### src/rtl/dc_bu_line_ctrl.sv
// -----------------------------------------------------------------------------
// dc_bu_line_ctrl
//
// Ping-pong line-buffer controller for the buffering unit's 2-port memory.
// Incoming pixel lines are written alternately into two banks of LINE_WIDTH
// words. Each completed line is replayed to a valid/ready output stream. The
// memory has a 1-cycle registered read, and a write always takes priority
// over a read in the same cycle.
//
// Handshake semantics (both streams): a transfer happens on a rising clock
// edge where valid and ready are both high. in_ready depends only on
// registered state. out_valid/out_eol/out_data stay stable while out_valid is
// high and out_ready is low.
//
// Compile-time option:
//   DC_BU_LINE_CTRL_REPEAT_EN  each stored line is read out twice (pass 0 and
//                              pass 1) for 2x vertical upscaling. The bank is
//                              released only after pass 1. When undefined,
//                              every line is read once and no pass counter
//                              exists.
//
// Ports:
//   i_clk, i_rst        clock, synchronous active-high reset
//   i_in_valid/o_in_ready/i_in_data/i_in_eol
//                       input pixel stream; eol marks the last pixel of a line
//   o_out_valid/i_out_ready/o_out_data/o_out_eol
//                       output pixel stream; data comes straight from memory
//   o_mem_ce/we/waddr/wdata/re/raddr, i_mem_rdata
//                       memory control; addr = bank*LINE_WIDTH + column
//   o_lines_buf         number of full banks (0..2)
//   o_dbg_state         {read-side state, write-side state} for observation
// -----------------------------------------------------------------------------
module dc_bu_line_ctrl #(
  parameter int BUFF_ADDR_WIDTH = 10,
  parameter int MEMORY_HEIGHT   = 128,
  parameter int WORD_WIDTH      = 24,
  parameter int LINE_WIDTH      = 64
) (
  input  logic                       i_clk,
  input  logic                       i_rst,
  input  logic                       i_in_valid,
  output logic                       o_in_ready,
  input  logic [WORD_WIDTH-1:0]      i_in_data,
  input  logic                       i_in_eol,
  output logic                       o_out_valid,
  input  logic                       i_out_ready,
  output logic [WORD_WIDTH-1:0]      o_out_data,
  output logic                       o_out_eol,
  output logic                       o_mem_ce,
  output logic                       o_mem_we,
  output logic [BUFF_ADDR_WIDTH-1:0] o_mem_waddr,
  output logic [WORD_WIDTH-1:0]      o_mem_wdata,
  output logic                       o_mem_re,
  output logic [BUFF_ADDR_WIDTH-1:0] o_mem_raddr,
  input  logic [WORD_WIDTH-1:0]      i_mem_rdata,
  output logic [1:0]                 o_lines_buf,
  output logic [1:0]                 o_dbg_state
);

  localparam int COL_W = (LINE_WIDTH > 1) ? $clog2(LINE_WIDTH) : 1;
  localparam int LEN_W = COL_W + 1;

  localparam logic [COL_W-1:0]           LAST_COL   = COL_W'(LINE_WIDTH - 1);
  localparam logic [BUFF_ADDR_WIDTH-1:0] BANK1_BASE = BUFF_ADDR_WIDTH'(LINE_WIDTH);

  // Both banks must fit in the memory and be addressable.
  generate
    if ((2 * LINE_WIDTH > MEMORY_HEIGHT) || (MEMORY_HEIGHT > (2 ** BUFF_ADDR_WIDTH))) begin : g_bad_cfg
      $error("dc_bu_line_ctrl: need 2*LINE_WIDTH <= MEMORY_HEIGHT <= 2**BUFF_ADDR_WIDTH");
    end
  endgenerate

  // The state of each side is simply whether the bank it points at is full.
  typedef enum logic {
    W_FILL  = 1'b0,
    W_STALL = 1'b1
  } wr_state_t;

  typedef enum logic {
    R_IDLE = 1'b0,
    R_READ = 1'b1
  } rd_state_t;

  // ---------------------------------------------------------------------------
  // Registers
  // ---------------------------------------------------------------------------
  logic [1:0]            r_full;
  logic                  r_wr_bank;
  logic                  r_rd_bank;
  logic [COL_W-1:0]      r_wcol;
  logic [COL_W-1:0]      r_rcol;
  logic [1:0][LEN_W-1:0] r_len;
  logic                  r_out_valid;
  logic                  r_out_eol;

  // Next-state values
  logic [1:0]            w_full_nxt;
  logic                  w_wr_bank_nxt;
  logic                  w_rd_bank_nxt;
  logic [COL_W-1:0]      w_wcol_nxt;
  logic [COL_W-1:0]      w_rcol_nxt;
  logic [1:0][LEN_W-1:0] w_len_nxt;
  logic                  w_out_valid_nxt;
  logic                  w_out_eol_nxt;

  // Decoded state and strobes
  wr_state_t             w_wr_state;
  rd_state_t             w_rd_state;
  logic                  w_accept;
  logic                  w_wclose;
  logic                  w_issue;
  logic                  w_rlast;
  logic                  w_final_pass;
  logic [LEN_W-1:0]      w_rlen;

`ifdef DC_BU_LINE_CTRL_REPEAT_EN
  logic                  r_pass;
  logic                  w_pass_nxt;
  assign w_final_pass = r_pass;
`else
  assign w_final_pass = 1'b1;
`endif

  assign w_wr_state = r_full[r_wr_bank] ? W_STALL : W_FILL;
  assign w_rd_state = r_full[r_rd_bank] ? R_READ  : R_IDLE;
  assign w_rlen     = r_len[r_rd_bank];
  assign w_rlast    = ({1'b0, r_rcol} == (w_rlen - LEN_W'(1)));

  // ---------------------------------------------------------------------------
  // Next-state / output logic
  // ---------------------------------------------------------------------------
  always_comb begin
    w_accept        = 1'b0;
    w_wclose        = 1'b0;
    w_issue         = 1'b0;
    w_full_nxt      = r_full;
    w_wr_bank_nxt   = r_wr_bank;
    w_rd_bank_nxt   = r_rd_bank;
    w_wcol_nxt      = r_wcol;
    w_rcol_nxt      = r_rcol;
    w_len_nxt       = r_len;
    w_out_valid_nxt = r_out_valid;
    w_out_eol_nxt   = r_out_eol;
`ifdef DC_BU_LINE_CTRL_REPEAT_EN
    w_pass_nxt      = r_pass;
`endif

    // Write side
    case (w_wr_state)
      W_FILL: begin
        w_accept = i_in_valid;
        if (w_accept) begin
          w_wclose = i_in_eol || (r_wcol == LAST_COL);
          if (w_wclose) begin
            w_full_nxt[r_wr_bank] = 1'b1;
            w_len_nxt[r_wr_bank]  = {1'b0, r_wcol} + LEN_W'(1);
            w_wr_bank_nxt         = ~r_wr_bank;
            w_wcol_nxt            = '0;
          end else begin
            w_wcol_nxt = r_wcol + COL_W'(1);
          end
        end
      end
      W_STALL: ;
      default: ;
    endcase

    // Read side: a write cycle blocks the read, and a read is only issued
    // when the output register is empty or is being consumed this cycle.
    case (w_rd_state)
      R_READ: begin
        w_issue = !w_accept && (!r_out_valid || i_out_ready);
        if (w_issue && w_rlast) begin
          w_rcol_nxt = '0;
          if (w_final_pass) begin
            // Release the bank; never the one being closed this cycle since
            // that one was still empty.
            w_full_nxt[r_rd_bank] = 1'b0;
            w_rd_bank_nxt         = ~r_rd_bank;
          end
`ifdef DC_BU_LINE_CTRL_REPEAT_EN
          w_pass_nxt = ~r_pass;
`endif
        end else if (w_issue) begin
          w_rcol_nxt = r_rcol + COL_W'(1);
        end
      end
      R_IDLE: ;
      default: ;
    endcase

    // Output register tracks the memory's 1-cycle read latency.
    if (w_issue) begin
      w_out_valid_nxt = 1'b1;
      w_out_eol_nxt   = w_rlast;
    end else if (i_out_ready) begin
      w_out_valid_nxt = 1'b0;
      w_out_eol_nxt   = 1'b0;
    end
  end

  // ---------------------------------------------------------------------------
  // State registers
  // ---------------------------------------------------------------------------
  always_ff @(posedge i_clk) begin
    if (i_rst) begin
      r_full      <= '0;
      r_wr_bank   <= 1'b0;
      r_rd_bank   <= 1'b0;
      r_wcol      <= '0;
      r_rcol      <= '0;
      r_len       <= '0;
      r_out_valid <= 1'b0;
      r_out_eol   <= 1'b0;
`ifdef DC_BU_LINE_CTRL_REPEAT_EN
      r_pass      <= 1'b0;
`endif
    end else begin
      r_full      <= w_full_nxt;
      r_wr_bank   <= w_wr_bank_nxt;
      r_rd_bank   <= w_rd_bank_nxt;
      r_wcol      <= w_wcol_nxt;
      r_rcol      <= w_rcol_nxt;
      r_len       <= w_len_nxt;
      r_out_valid <= w_out_valid_nxt;
      r_out_eol   <= w_out_eol_nxt;
`ifdef DC_BU_LINE_CTRL_REPEAT_EN
      r_pass      <= w_pass_nxt;
`endif
    end
  end

  // ---------------------------------------------------------------------------
  // Outputs
  // ---------------------------------------------------------------------------
  assign o_in_ready  = (w_wr_state == W_FILL);
  assign o_out_valid = r_out_valid;
  assign o_out_eol   = r_out_eol;
  assign o_out_data  = i_mem_rdata;

  assign o_mem_we    = w_accept;
  assign o_mem_re    = w_issue;
  assign o_mem_ce    = w_accept | w_issue;
  assign o_mem_wdata = i_in_data;
  assign o_mem_waddr = (r_wr_bank ? BANK1_BASE : '0) + BUFF_ADDR_WIDTH'(r_wcol);
  assign o_mem_raddr = (r_rd_bank ? BANK1_BASE : '0) + BUFF_ADDR_WIDTH'(r_rcol);

  assign o_lines_buf = {1'b0, r_full[0]} + {1'b0, r_full[1]};
  assign o_dbg_state = {w_rd_state, w_wr_state};

endmodule
### config.mk
export PLATFORM = sky130hd
export DESIGN_NAME = dc_bu_line_ctrl
export DESIGN_NICKNAME = d
export VERILOG_FILES = /design/src/rtl/dc_bu_line_ctrl.sv
export SDC_FILE = /design/constraint.sdc
export NUM_CORES = 1
export LEC_CHECK = 0
export CORE_UTILIZATION = 30
export DETAILED_ROUTE_END_ITERATION = 8
export GPL_TIMING_DRIVEN = 1
export PLACE_DENSITY_LB_ADDON = 0.1
export REMOVE_ABC_BUFFERS = 1
export SYNTH_ARGS = -nofsm -noshare
export SYNTH_HDL_FRONTEND = slang
export SYNTH_SLANG_ARGS = --single-unit
### constraint.sdc
create_clock -name i_clk -period 4.59 [get_ports i_clk]
set_clock_uncertainty 0.05 [all_clocks]
set_input_delay 0.459 -clock i_clk [delete_from_list [all_inputs] [get_ports i_clk]]
set_output_delay 0.459 -clock i_clk [all_outputs]
set_load 0.005 [all_outputs]
---- Word-level counts from Yosys, hierarchy flattened ----
Cells that the tools add are included.
storage, ports and cells
  register bits ........................... 32
  output and inout port bits .............. 78
  logic and storage cells ................. 73
cells by class
  add/sub/neg operators ................... 7
  $lt $le $gt $ge ......................... 4
  eq/ne operators ......................... 2
  muxes and demuxes ....................... 30
  bitwise logic cells ..................... 7
  reductions and logical operators ........ 14
operators with widths
  kind                   number
  $mux W7                5
  $mux W6                3
  $add A7 B6 Y8          2
  $bwmux W14             1
  $mux W1                13
  $add A6 B1 Y6 const B  2
  $mux W2                5
  $add A6 B1 Y7 const B  1
  $demux W7 S1           1
  $eq A6 B7 Y1           1
  $sub A7 B1 Y7 const B  1
  $eq A6 B6 Y1 const B   1
  $reduce_and A2 Y1      3
  $logic_and A1 B1 Y1    4
  $lt A1 B2 Y1 const B   2
  $reduce_bool A2 Y1     2
  $not A1 Y1             3
  $reduce_and A3 Y1      1
  $add A1 B1 Y2          1
  $and A2 B2 Y2          1
  $demux W1 S1           2
  $ge A1 B1 Y1 const B   2
  $logic_not A1 Y1       2
  $logic_or A1 B1 Y1     2
  3 further kinds        3

---- Depth between registers and ports, before layout ----
  word-level depth ........................ 11
  depth in mapped cells ................... 11

---- Worst setup path before layout ----
Ideal clock, no wire load.
  path type ............................... reg-to-reg
  start ................................... register r_rd_bank
  end ..................................... register r_full[1]
  library setup time ...................... 0.151 ns
  arrival ................................. 2.065 ns
  data required time ...................... 4.389 ns
  path slack .............................. 2.324 ns
  cell stages (with the launch flop) ...... 12
  path buffers ............................ 3
  clock period less this slack ............ 2.266 ns
  path through ............................ dfxtp_1 > buf_6 > buf_6 > mux2i_1 > ha_1 > xnor2_1 > xnor2_1 > nand4_1 > or3_1 > buf_2 > o31ai_1 > a21oi_1
on the way
  longest elaborated chain between the ends .. 8
  elaborated cells on any way between the ends .. 17
  classes of those cells .................. add/sub: 1; order compare: 2; eq/ne: 1; mux: 9; bitwise: 2; reduce/logical: 2
RTL lines
  element                                                line  RTL
  from (decl)                                            89    logic r_rd_bank;
  from (signal assigned)                                 221   r_rd_bank <= w_rd_bank_nxt;
  branches (longest 7 deep; another with $sub A7 B1 Y7)  -
  $mux W2 (*)                                            170   case (w_rd_state)
  to (signal assigned)                                   219   r_full <= w_full_nxt;
  to (decl)                                              87    logic [1:0] r_full;
Every way passes the cells marked *. The select of a mux whose other input is x is not followed.
A chain may end at the register's enable or synchronous reset.

---- Worst setup path after layout ----
  start ................................... register r_rd_bank
  end ..................................... output port o_mem_re
on the way
  longest elaborated chain between the ends .. 4
RTL lines
  element                                      line  RTL
  $mux W1 (implied by the code) (2 in series)  125   assign w_rd_state = r_full[r_rd_bank] ? R_READ : R_IDLE;
  $mux W1                                      125
  $mux W1                                      170
  to (decl)                                    53    output logic o_mem_re,
Every way passes these cells. The select of a mux whose other input is x is not followed.

==> results.toml <==
[clock_tree]
cts-root-buf = "clkbuf_8"
clk_pin_slew_worst_paths_ps = 70
cts_made_buffers = 5
cts_tree = "done"
ctsResizeCount = 0
postCtsSetupBuffers = 0
cts-htree-levels = 2
clockBufferDepth = 2
clock-sinks = 32
insertion_delay_ps = 290
hold_buffers = 0

[synthesis]
seq_area_frac_synth_pct = 29.94
synthFlopType = "dfxtp_1"
yosysTopAreaCell = "dfxtp_1"
synth_xor_xnor_area_share_pct = 7.310
synth_most_common_cell = "buf_4"
netlist_instances = 251
ys_types = 45
synth_compound_area_share_pct = 11.17
synthMuxAreaShare_pct = 9.064
synth_seq_cells = 32
synth_top_area_share_pct = 29.94
synth_top_family_by_area = "buffers and inverters"
synth-edff-count = 0
ys_warn_count = 0
synth_common_cells = "buf_4, dfxtp_1, nor2_1"
netlist_area_um2 = 2140
syn_avg_cell_area_um2 = 8.524
ys_top_cells_by_area = "dfxtp_1, buf_4, mux2i_1"
async_flop_share_pct = 0
synthAdderAreaFrac_pct = 2.339
synthSimpleGateAreaFrac_pct = 16.26

[worst_setup_path]
r2r_cells = 8
crit_required_ps = 4080
setup.worst_path.end = "o_mem_re"
startpoint = "r_rd_bank$_SDFFE_PP0P_"
path_common_cell = "inv_1"
start_kind = "flip-flop"
critPathSlowestCell = "dfxtp_1"
reg2reg_from = "r_rd_bank$_SDFFE_PP0P_"
critical_path.max_stage_delay_ps = 810
path_max_fanout = 18
worstPathCellList = "mux2i_1, inv_1, nand2_1, inv_1, clkdlybuf4s50_1"
reg2reg_to = "r_full[1]$_SDFF_PP0_"
critPathArrivalTime_ps = 2400
path_class = "reg -> out"
r2r_setup_slack_ps = 1750
end_kind = "output port"

[die]
start_util_pct = 31.32
core_region_area_um2 = 6832
placementRows = 30
io-pin-count = 131
die_x_um = 86.45
dieArea_um2 = 7474
die_h_um = 86.45

[power_and_ir_drop]
power_frac_seq_pct = 45.6
cellLeakagePower_nw = 0.8512
p_clk_share_pct = 42.7
p_sw_share_pct = 24.62
power.density_nw_per_um2 = 288.6
combPwrFrac_pct = 11.7
p_int_uw = 477.7
peakVddDrop_mv = 0.1008
netSwitchingPower_uw = 156.0
finalPower_uw = 633.7

[route]
route.vias.total = 1570
viasPerCell = 4.846
first_pass_iters = 4
drcViolationCount = 0
drt_wl_total_um = 6844
ant_nets = 0
drt_iter0_markers = 72
wl_per_cell_um = 21.12

[global_routing]
grt_pass1_wl_um = 9860
grt-ovfl-total = 0
grt_pass1_vias = 1554
antenna_found_initial = 0
grt_max_degree = 19
grtUsageTotal_pct = 18.84

[final_layout]
synthToLayoutAreaGrowth_pct = 2.632
n_fill_cell = 768
nets = 284
drive_gt1_share_pct = 7.018
n_antenna_cell = 0
final_area_um2 = 2196
register_area_um2 = 640.6
multi_input_area_um2 = 1010

[sta]
finalHoldViolations = 0
drv_slew = 0
holdWs_ps = 452.4
period_share_pct = 63.29
setup_tns_ps = 0
final-setup-viol-count = 0
rsz0062_at_grt = "false"
max_freq_mhz = 344.2
finalCriticalPeriod_ps = 2905
tightest_slew_ps = 950.3
slew-limit-headroom_pct = 36.22

[worst_hold_path]
min_path_cells = 2
hold_path.class = "reg -> reg"

[placement]
place_area_um2 = 2088
io_buffers = 28
gp_congestion = 0.7228
place_hpwl_um = 5344

[status]
status = "finished clean"

[job]
drv_cap = 0
## final cells by class
class                   instances  share of cell area [%]
repair buffers                 29                   13.11
clock inverters                 2                   1.595
inverters                       8                   1.368
flip-flops and latches         32                   29.17
multi-input cells             151                   45.98
clock buffers                   6                   3.305
well taps                      96                   5.470
## worst max-delay path: cells and delay by family (launching register included)
| family | cells | cell delay (ps) |
|---|---|---|
| flip-flops | 1 | 810 |
| buffers and inverters | 3 | 750 |
| multiplexers | 1 | 370 |
| AND/OR/NAND/NOR | 1 | 180 |
## state kept, by name (all words and copies together) (netlist names)
register	cells
o_out_eol	1
o_out_valid	1
r_full	2
r_len	14
r_rcol	6
r_rd_bank	1
r_wcol	6
r_wr_bank	1
## metrics by stage
| stage | util (%) | setup WS (ps) | instances |
|---|---|---|---|
| 6_report | 32.14 | 1685 | 324 |
| 5_1_grt | 32.14 | 1474 | 324 |
| 4_1_cts | 32.14 | 1639 | 324 |
| 3_5_place_dp | 30.57 | 1722 | 316 |
| 3_3_place_gp | 30.57 | 1790 | 316 |
| 2_1_floorplan | - | 2064 | 191 |
## power by group through the flow
stage               logic [mW]  registers, mW  clock network [mW]
finish                  0.0739          0.289               0.271
global route            0.0814          0.290               0.295
CTS                     0.0751          0.289               0.280
detailed placement      0.0747          0.295                   0
global placement        0.0747          0.296                   0
floorplan               0.0392          0.294                   0
## cells by family (layout without fill, tap and decap cells)
group,count (synthesis),count (layout)
buf+inv,73,45
simple gates,71,71
compound gates,34,34
flops,32,32
mux,19,19
xor+xnor,17,17
fa+ha+maj,4,4
other cells,1,6
## layout by cell type (no fill, tap or decap), drive strengths merged, types with 2 or more instances in the layout
master | synthesis | final
a211oi | 2 | 2
a21oi | 14 | 14
a22oi | 2 | 2
clkbuf | 4 | 6
clkdlybuf4s50 | 0 | 28
conb | 1 | 6
dfxtp | 32 | 32
ha | 4 | 4
inv | 8 | 8
mux2i | 19 | 19
nand2 | 16 | 16
nand3 | 8 | 8
nand4 | 2 | 2
nor2 | 26 | 26
nor3 | 6 | 6
nor3b | 6 | 6
o21ai | 5 | 5
o31ai | 2 | 2
xnor2 | 10 | 10
xor2 | 7 | 7
## worst min path at each step
stage	start	end	slack [ps]
3_3_place_gp	r_len[6]$_SDFFE_PP0P_	r_len[6]$_SDFFE_PP0P_	440
3_5_place_dp	r_len[6]$_SDFFE_PP0P_	r_len[6]$_SDFFE_PP0P_	440
4_1_cts	r_wcol[5]$_SDFFE_PP0P_	r_wcol[5]$_SDFFE_PP0P_	460
6_report	r_wcol[5]$_SDFFE_PP0P_	r_wcol[5]$_SDFFE_PP0P_	450
2_1_floorplan	r_len[6]$_SDFFE_PP0P_	r_len[6]$_SDFFE_PP0P_	410
5_1_grt	r_wcol[5]$_SDFFE_PP0P_	r_wcol[5]$_SDFFE_PP0P_	480
## routing by layer
metal	global-route usage [%]	up-vias	wire length (µm)
li1	-	739	-
met1	22.82	708	3026
met2	22.73	108	2418
met3	17.43	11	1252
met4	4.394	4	68
met5	10.49	-	79
(Power assumes the default switching activity.)
